**src/rtl/mips_pkg.sv**
```systemverilog
// mips_pkg: op_e mnemonics, OPCODE_*/FUNCT_* encodings and loader state type shared by encoder and loader
package mips_pkg;
  typedef enum logic [3:0] {
    OP_ADD, OP_SUB, OP_AND, OP_OR, OP_SLT,
    OP_LW, OP_SW, OP_BEQ, OP_BNE, OP_ADDI, OP_SLTI, OP_ANDI, OP_ORI, OP_J
  } op_e;
  typedef enum logic [1:0] {IDLE, LOAD, DONE} load_state_e;
  localparam logic [5:0] OPCODE_RTYPE = 6'h00;
  localparam logic [5:0] OPCODE_J     = 6'h02;
  localparam logic [5:0] OPCODE_BEQ   = 6'h04;
  localparam logic [5:0] OPCODE_BNE   = 6'h05;
  localparam logic [5:0] OPCODE_ADDI  = 6'h08;
  localparam logic [5:0] OPCODE_SLTI  = 6'h0A;
  localparam logic [5:0] OPCODE_ANDI  = 6'h0C;
  localparam logic [5:0] OPCODE_ORI   = 6'h0D;
  localparam logic [5:0] OPCODE_LW    = 6'h23;
  localparam logic [5:0] OPCODE_SW    = 6'h2B;
  localparam logic [5:0] FUNCT_ADD    = 6'h20;
  localparam logic [5:0] FUNCT_SUB    = 6'h22;
  localparam logic [5:0] FUNCT_AND    = 6'h24;
  localparam logic [5:0] FUNCT_OR     = 6'h25;
  localparam logic [5:0] FUNCT_SLT    = 6'h2A;
endpackage

```
**src/rtl/instr_encode.sv**
```systemverilog
// instr_encode: combinational op_i + register/imm/target fields -> 32-bit MIPS word_o and legal_o flag
module instr_encode
  import mips_pkg::*;
(
  input  logic [3:0]  op_i,
  input  logic [4:0]  rs_i,
  input  logic [4:0]  rt_i,
  input  logic [4:0]  rd_i,
  input  logic [15:0] imm_i,
  input  logic [25:0] target_i,
  output logic [31:0] word_o,
  output logic        legal_o
);
  always_comb begin
    word_o  = '0;
    legal_o = 1'b1;
    case (op_i)
      OP_ADD:  word_o = {OPCODE_RTYPE, rs_i, rt_i, rd_i, 5'd0, FUNCT_ADD};
      OP_SUB:  word_o = {OPCODE_RTYPE, rs_i, rt_i, rd_i, 5'd0, FUNCT_SUB};
      OP_AND:  word_o = {OPCODE_RTYPE, rs_i, rt_i, rd_i, 5'd0, FUNCT_AND};
      OP_OR:   word_o = {OPCODE_RTYPE, rs_i, rt_i, rd_i, 5'd0, FUNCT_OR};
      OP_SLT:  word_o = {OPCODE_RTYPE, rs_i, rt_i, rd_i, 5'd0, FUNCT_SLT};
      OP_LW:   word_o = {OPCODE_LW, rs_i, rt_i, imm_i};
      OP_SW:   word_o = {OPCODE_SW, rs_i, rt_i, imm_i};
      OP_BEQ:  word_o = {OPCODE_BEQ, rs_i, rt_i, imm_i};
      OP_BNE:  word_o = {OPCODE_BNE, rs_i, rt_i, imm_i};
      OP_ADDI: word_o = {OPCODE_ADDI, rs_i, rt_i, imm_i};
      OP_SLTI: word_o = {OPCODE_SLTI, rs_i, rt_i, imm_i};
      OP_ANDI: word_o = {OPCODE_ANDI, rs_i, rt_i, imm_i};
      OP_ORI:  word_o = {OPCODE_ORI, rs_i, rt_i, imm_i};
      OP_J:    word_o = {OPCODE_J, target_i};
      default: legal_o = 1'b0;
    endcase
  end
endmodule

```
**src/rtl/instr_loader_encoder.sv**
```systemverilog
// instr_loader_encoder: encodes req_* mnemonics into imem_* writes from address 0, holds core until cpu_run; err flags illegal ops
module instr_loader_encoder
  import mips_pkg::*;
#(
  parameter  int DEPTH  = 64,
  localparam int ADDR_W = $clog2(DEPTH)
) (
  input  logic              clk,
  input  logic              reset,
  input  logic              start,
  input  logic              finish,
  input  logic              req_valid,
  output logic              req_ready,
  input  logic [3:0]        req_op,
  input  logic [4:0]        req_rs,
  input  logic [4:0]        req_rt,
  input  logic [4:0]        req_rd,
  input  logic [15:0]       req_imm,
  input  logic [25:0]       req_target,
  output logic              imem_we,
  output logic [ADDR_W-1:0] imem_addr,
  output logic [31:0]       imem_wdata,
  output logic [ADDR_W:0]   word_count,
  output logic              cpu_run,
  output logic              err
);
  localparam logic [ADDR_W:0] FULL = (ADDR_W+1)'(DEPTH);
  localparam logic [ADDR_W:0] LAST = (ADDR_W+1)'(DEPTH - 1);
  load_state_e       state_q, state_d;
  logic [ADDR_W:0]   wcnt_q, wcnt_d;
  logic [ADDR_W-1:0] addr_q, addr_d;
  logic [31:0]       wdata_q, wdata_d;
  logic              we_q, we_d, err_q, err_d;
  logic [31:0]       word;
  logic              legal, xfer;
  instr_encode u_enc (
    .op_i(req_op), .rs_i(req_rs), .rt_i(req_rt), .rd_i(req_rd),
    .imm_i(req_imm), .target_i(req_target), .word_o(word), .legal_o(legal)
  );
  assign req_ready  = (state_q == LOAD) && (wcnt_q < FULL);
  assign xfer       = req_valid & req_ready;
  // reset gates the pulse so a write registered just before reset never reaches memory
  assign imem_we    = we_q & reset;
  assign imem_addr  = addr_q;
  assign imem_wdata = wdata_q;
  assign word_count = wcnt_q;
  // hold the core off while the final word is still being written
  assign cpu_run    = (state_q == DONE) & ~we_q;
  assign err        = err_q;
  always_comb begin
    state_d = state_q;
    wcnt_d  = wcnt_q;
    addr_d  = addr_q;
    wdata_d = wdata_q;
    we_d    = 1'b0;
    err_d   = err_q;
    if (xfer) begin
      we_d  = legal;
      err_d = err_q | ~legal;
      if (legal) begin
        addr_d  = wcnt_q[ADDR_W-1:0];
        wdata_d = word;
        wcnt_d  = wcnt_q + 1'b1;
      end
    end
    case (state_q)
      LOAD: state_d = (finish || (xfer && legal && wcnt_q == LAST)) ? DONE : LOAD;
      IDLE, DONE: if (start) begin
        state_d = LOAD;
        wcnt_d  = '0;
        addr_d  = '0;
        err_d   = 1'b0;
      end
      default: state_d = IDLE;
    endcase
  end
  always_ff @(posedge clk) begin
    if (!reset) begin
      state_q <= IDLE;
      wcnt_q  <= '0;
      addr_q  <= '0;
      wdata_q <= '0;
      we_q    <= 1'b0;
      err_q   <= 1'b0;
    end else begin
      state_q <= state_d;
      wcnt_q  <= wcnt_d;
      addr_q  <= addr_d;
      wdata_q <= wdata_d;
      we_q    <= we_d;
      err_q   <= err_d;
    end
  end
endmodule

```
**config.mk**
```make
export PLATFORM = sky130hd
export DESIGN_NAME = instr_loader_encoder
export DESIGN_NICKNAME = d
export VERILOG_FILES = /design/src/rtl/mips_pkg.sv /design/src/rtl/instr_encode.sv /design/src/rtl/instr_loader_encoder.sv
export SDC_FILE = /design/constraint.sdc
export NUM_CORES = 1
export LEC_CHECK = 0
export ABC_AREA = 0
export CORE_UTILIZATION = 37
export DETAILED_ROUTE_END_ITERATION = 10
export PLACE_DENSITY = 0.76
export REMOVE_ABC_BUFFERS = 1
export SYNTH_ARGS = -nofsm -noshare
export SYNTH_HDL_FRONTEND = slang
export SYNTH_SLANG_ARGS = --single-unit
export TNS_END_PERCENT = 100
```
**constraint.sdc**
```tcl
create_clock -name clk -period 1.3 [get_ports clk]
set_input_delay 0.26 -clock clk [delete_from_list [all_inputs] [get_ports clk]]
set_output_delay 0.26 -clock clk [all_outputs]
set_load 0.05 [all_outputs]
```
==> impl_metrics.env <==
export IMPL_route_vias_total=2881
export IMPL_period_needed_ns=1.47
export IMPL_cts_sinks=48
export IMPL_grt_first_pass_wirelength_um=14000
export IMPL_overflow=0
export IMPL_htreeDepth=2
export IMPL_final_setup_worst_slack_ns=-0.165
export IMPL_fin_nets=505
export IMPL_skew_ns=0.00292
export IMPL_setup_worst_path_end="word_count[4]"
export IMPL_syn_to_final_growth_pct=107
export IMPL_hpwlAfterDp_um=5840
export IMPL_clock_latency_ns=0.30
export IMPL_antenna_found_initial=0
export IMPL_finalPower_uw=3810
export IMPL_track_usage_pct=25.3
export IMPL_finalHoldViolCount=0
export IMPL_cts_buffers=5
export IMPL_drcViolationCount=0
export IMPL_drv_slew=0
export IMPL_viasPerCell=5.58
export IMPL_r2r_cells=6
export IMPL_synthFlopType="dfxtp_1"
export IMPL_synth_top_area_share_pct=39.6
export IMPL_drt_wl_total_um=9040
export IMPL_die_h_um=82.9
export IMPL_yosys_register_bits=48
export IMPL_io_pins=115
export IMPL_die_area_sq_mm=0.00688
export IMPL_async_flop_share_pct=0
export IMPL_multi_input_area_sq_mm=0.00164
export IMPL_gp_congestion=0.872
export IMPL_place_area_sq_mm=0.00436
export IMPL_worst_setup_path_start_kind="register"
export IMPL_wl_met2_um=4870
export IMPL_rows=29
export IMPL_r2r_end="word_count[4]"
export IMPL_synth_area_per_cell_sq_um=8.42
export IMPL_clk_root_buffer_cell="clkbuf_8"
export IMPL_cp_data_required_time_ns=1.50
export IMPL_violations="negative setup slack"
export IMPL_fill_cells=350
export IMPL_period_share_pct=113
export IMPL_max_freq_mhz=683
export IMPL_r2r_start="state_q[1]"
export IMPL_ant_nets=0
export IMPL_yosysSeqAreaShare_pct=39.6
export IMPL_wl_per_cell_um=17.5
export IMPL_layoutNonFillerInstCount=516
export IMPL_arrival_ns=1.66
export IMPL_grt_pass1_vias=2856
export IMPL_critical_path_class="reg2reg"
export IMPL_setup_worst_path_start="state_q[1]"
export IMPL_hold_ws_ns=0.398
export IMPL_met1_length_um=3470
export IMPL_dr_first_iter_drc_count=117
export IMPL_path_max_fanout=7
export IMPL_cap_violations=0
export IMPL_hold_buffers=0
export IMPL_grt_max_degree=27
export IMPL_synth_top_cell_by_area="dfxtp_1"
export IMPL_leakagePower_uw=0.00194
export IMPL_final_setup_viol_count=44
export IMPL_io_buffers=113
export IMPL_firstDrtPassIters=5
export IMPL_synth_area_top_cells="dfxtp_1, a221oi_1, a21oi_1"
export IMPL_regToRegSetupSlack_ns=-0.17
export IMPL_synth_edff_count=0
export IMPL_drive_gt1_share_pct=40.8
export IMPL_n_antenna_cell=0
export IMPL_end_kind="register"
export IMPL_cts_tree="yes"
export IMPL_netlist_area_sq_mm=0.00242
export IMPL_met3_length_um=454
export IMPL_cts_buffer_depth=2
export IMPL_syn_inst=288
export IMPL_outcome="finished, violations left"
export IMPL_rsz0062_at_grt="yes"
export IMPL_core_sq_mm=0.00635
export IMPL_routed_top_layer="met4"
export IMPL_ys_types=48
export IMPL_regArea_sq_um=966
export IMPL_die_w_um=82.9
export IMPL_powerDensity_mw_per_mm2=761
export IMPL_final_cell_area_sq_mm=0.00500
export IMPL_dp_cells=496
export IMPL_hp_class="in2reg"
export IMPL_synth_warnings=0
export IMPL_pre_cts_ws_ns=-0.651
export IMPL_clk_pin_slew_ns=0.08
export IMPL_ir_drop_mv=0.562
export IMPL_start_util_pct=38.2
==> timing repair <==
| action | CTS | global route |
|---|---|---|
| gates cloned | 3 | 1 |
| endpoints found under the setup margin | 49 | 50 |
| setup buffers | 9 | 1 |
| pin swaps | 21 | 13 |
| gates resized for setup | 70 | 44 |
==> cell families (layout without fill, tap and decap cells) <==
group                    Yosys count  after routing  share of synthesized area [%]
other                              1              1                          0.155
buffers and inverters             35            186                           7.33
AND/OR/NAND/NOR                   96             96                           21.3
multiplexers                       6              6                           2.53
flip-flops                        48             48                           39.6
XOR/XNOR                           7              7                           2.84
adder cells (fa/ha/maj)            1              1                          0.516
AO/OA/AOI/OAI                     94             94                           25.7
==> sequential cells by signal, summed over array words and instances (netlist names) <==
| register | cells |
|---|---|
| imem_wdata | 31 |
| word_count | 7 |
| imem_addr | 6 |
| state_q | 2 |
| err | 1 |
| we_q | 1 |
==> synthesized netlist by cell type (5+ instances only) <==
cell type	count
o21ai_0	20
nand2_1	22
nor2_1	26
buf_2	13
and2_1	5
buf_4	6
nand3_1	10
o22ai_1	7
clkbuf_1	6
o32ai_1	6
nand2b_1	8
inv_1	9
dfxtp_1	48
nor3b_1	11
a21oi_1	26
a221oi_1	16
mux2i_1	5
==> cell usage in the layout (no fill, tap or decap), types with 6 or more instances in the layout <==
cell / n
nand2_1: 18
a221oi_2: 11
clkdlybuf4s50_1: 59
o32ai_1: 6
buf_4: 35
buf_12: 53
dfxtp_1: 44
nand3_1: 9
clkbuf_8: 6
nor3b_1: 8
nor2_1: 20
a21oi_1: 19
buf_6: 10
a21oi_2: 6
o21ai_0: 10
inv_1: 8
o22ai_1: 7
==> worst max-delay path, cell delays in order, from the launching register on <==
cell and delay [ns]:
dfxtp_2 0.33, and4bb_2 0.36, buf_12 0.13, nand2_8 0.08
buf_4 0.17, o2111ai_2 0.21, nand2_1 0.07
==> metal layers <==
metal / up-vias / GRT usage (%)
met1: 1393 / 27.7
li1: 1348 / -
met5: - / 0
met2: 119 / 46.9
met3: 21 / 6.06
met4: 0 / 9.09
==> metrics by stage <==
| step | setup TNS (ns) | utilization [%] |
|---|---|---|
| 6_report | -4.21 | 78.8 |
| 3_3_place_gp | -23.16 | 68.6 |
| 2_1_floorplan | -39.19 | - |
| 4_1_cts | -3.67 | 76.4 |
| 5_1_grt | -6.31 | 78.8 |
| 3_5_place_dp | -25.35 | 68.6 |
==> power by group <==
part           internal [uW]  switching (uW)
registers               1530            63.7
clock network            435             484
logic                    671             626
==> worst min path at each step <==
stage,slack (ns),to,startpoint,cells past startpoint
floorplan,0.38,imem_wdata[31],reset,1
global placement,0.49,imem_addr[1],imem_addr[1],2
detailed placement,0.49,imem_addr[4],imem_addr[4],2
CTS,0.50,imem_addr[4],imem_addr[4],2
global route,0.41,word_count[4],reset,4
finish,0.40,imem_wdata[10],reset,4
==> final cells by class <==
type / count / share of cell area [%]
Timing Repair Buffer: 169 / 43.6
Multi-Input combinational cell: 205 / 32.7
Sequential cell: 48 / 19.3
Tap cell: 77 / 1.93
Clock buffer: 8 / 1.80
Inverter: 9 / 0.675
Power figures use the tool's default switching activity.
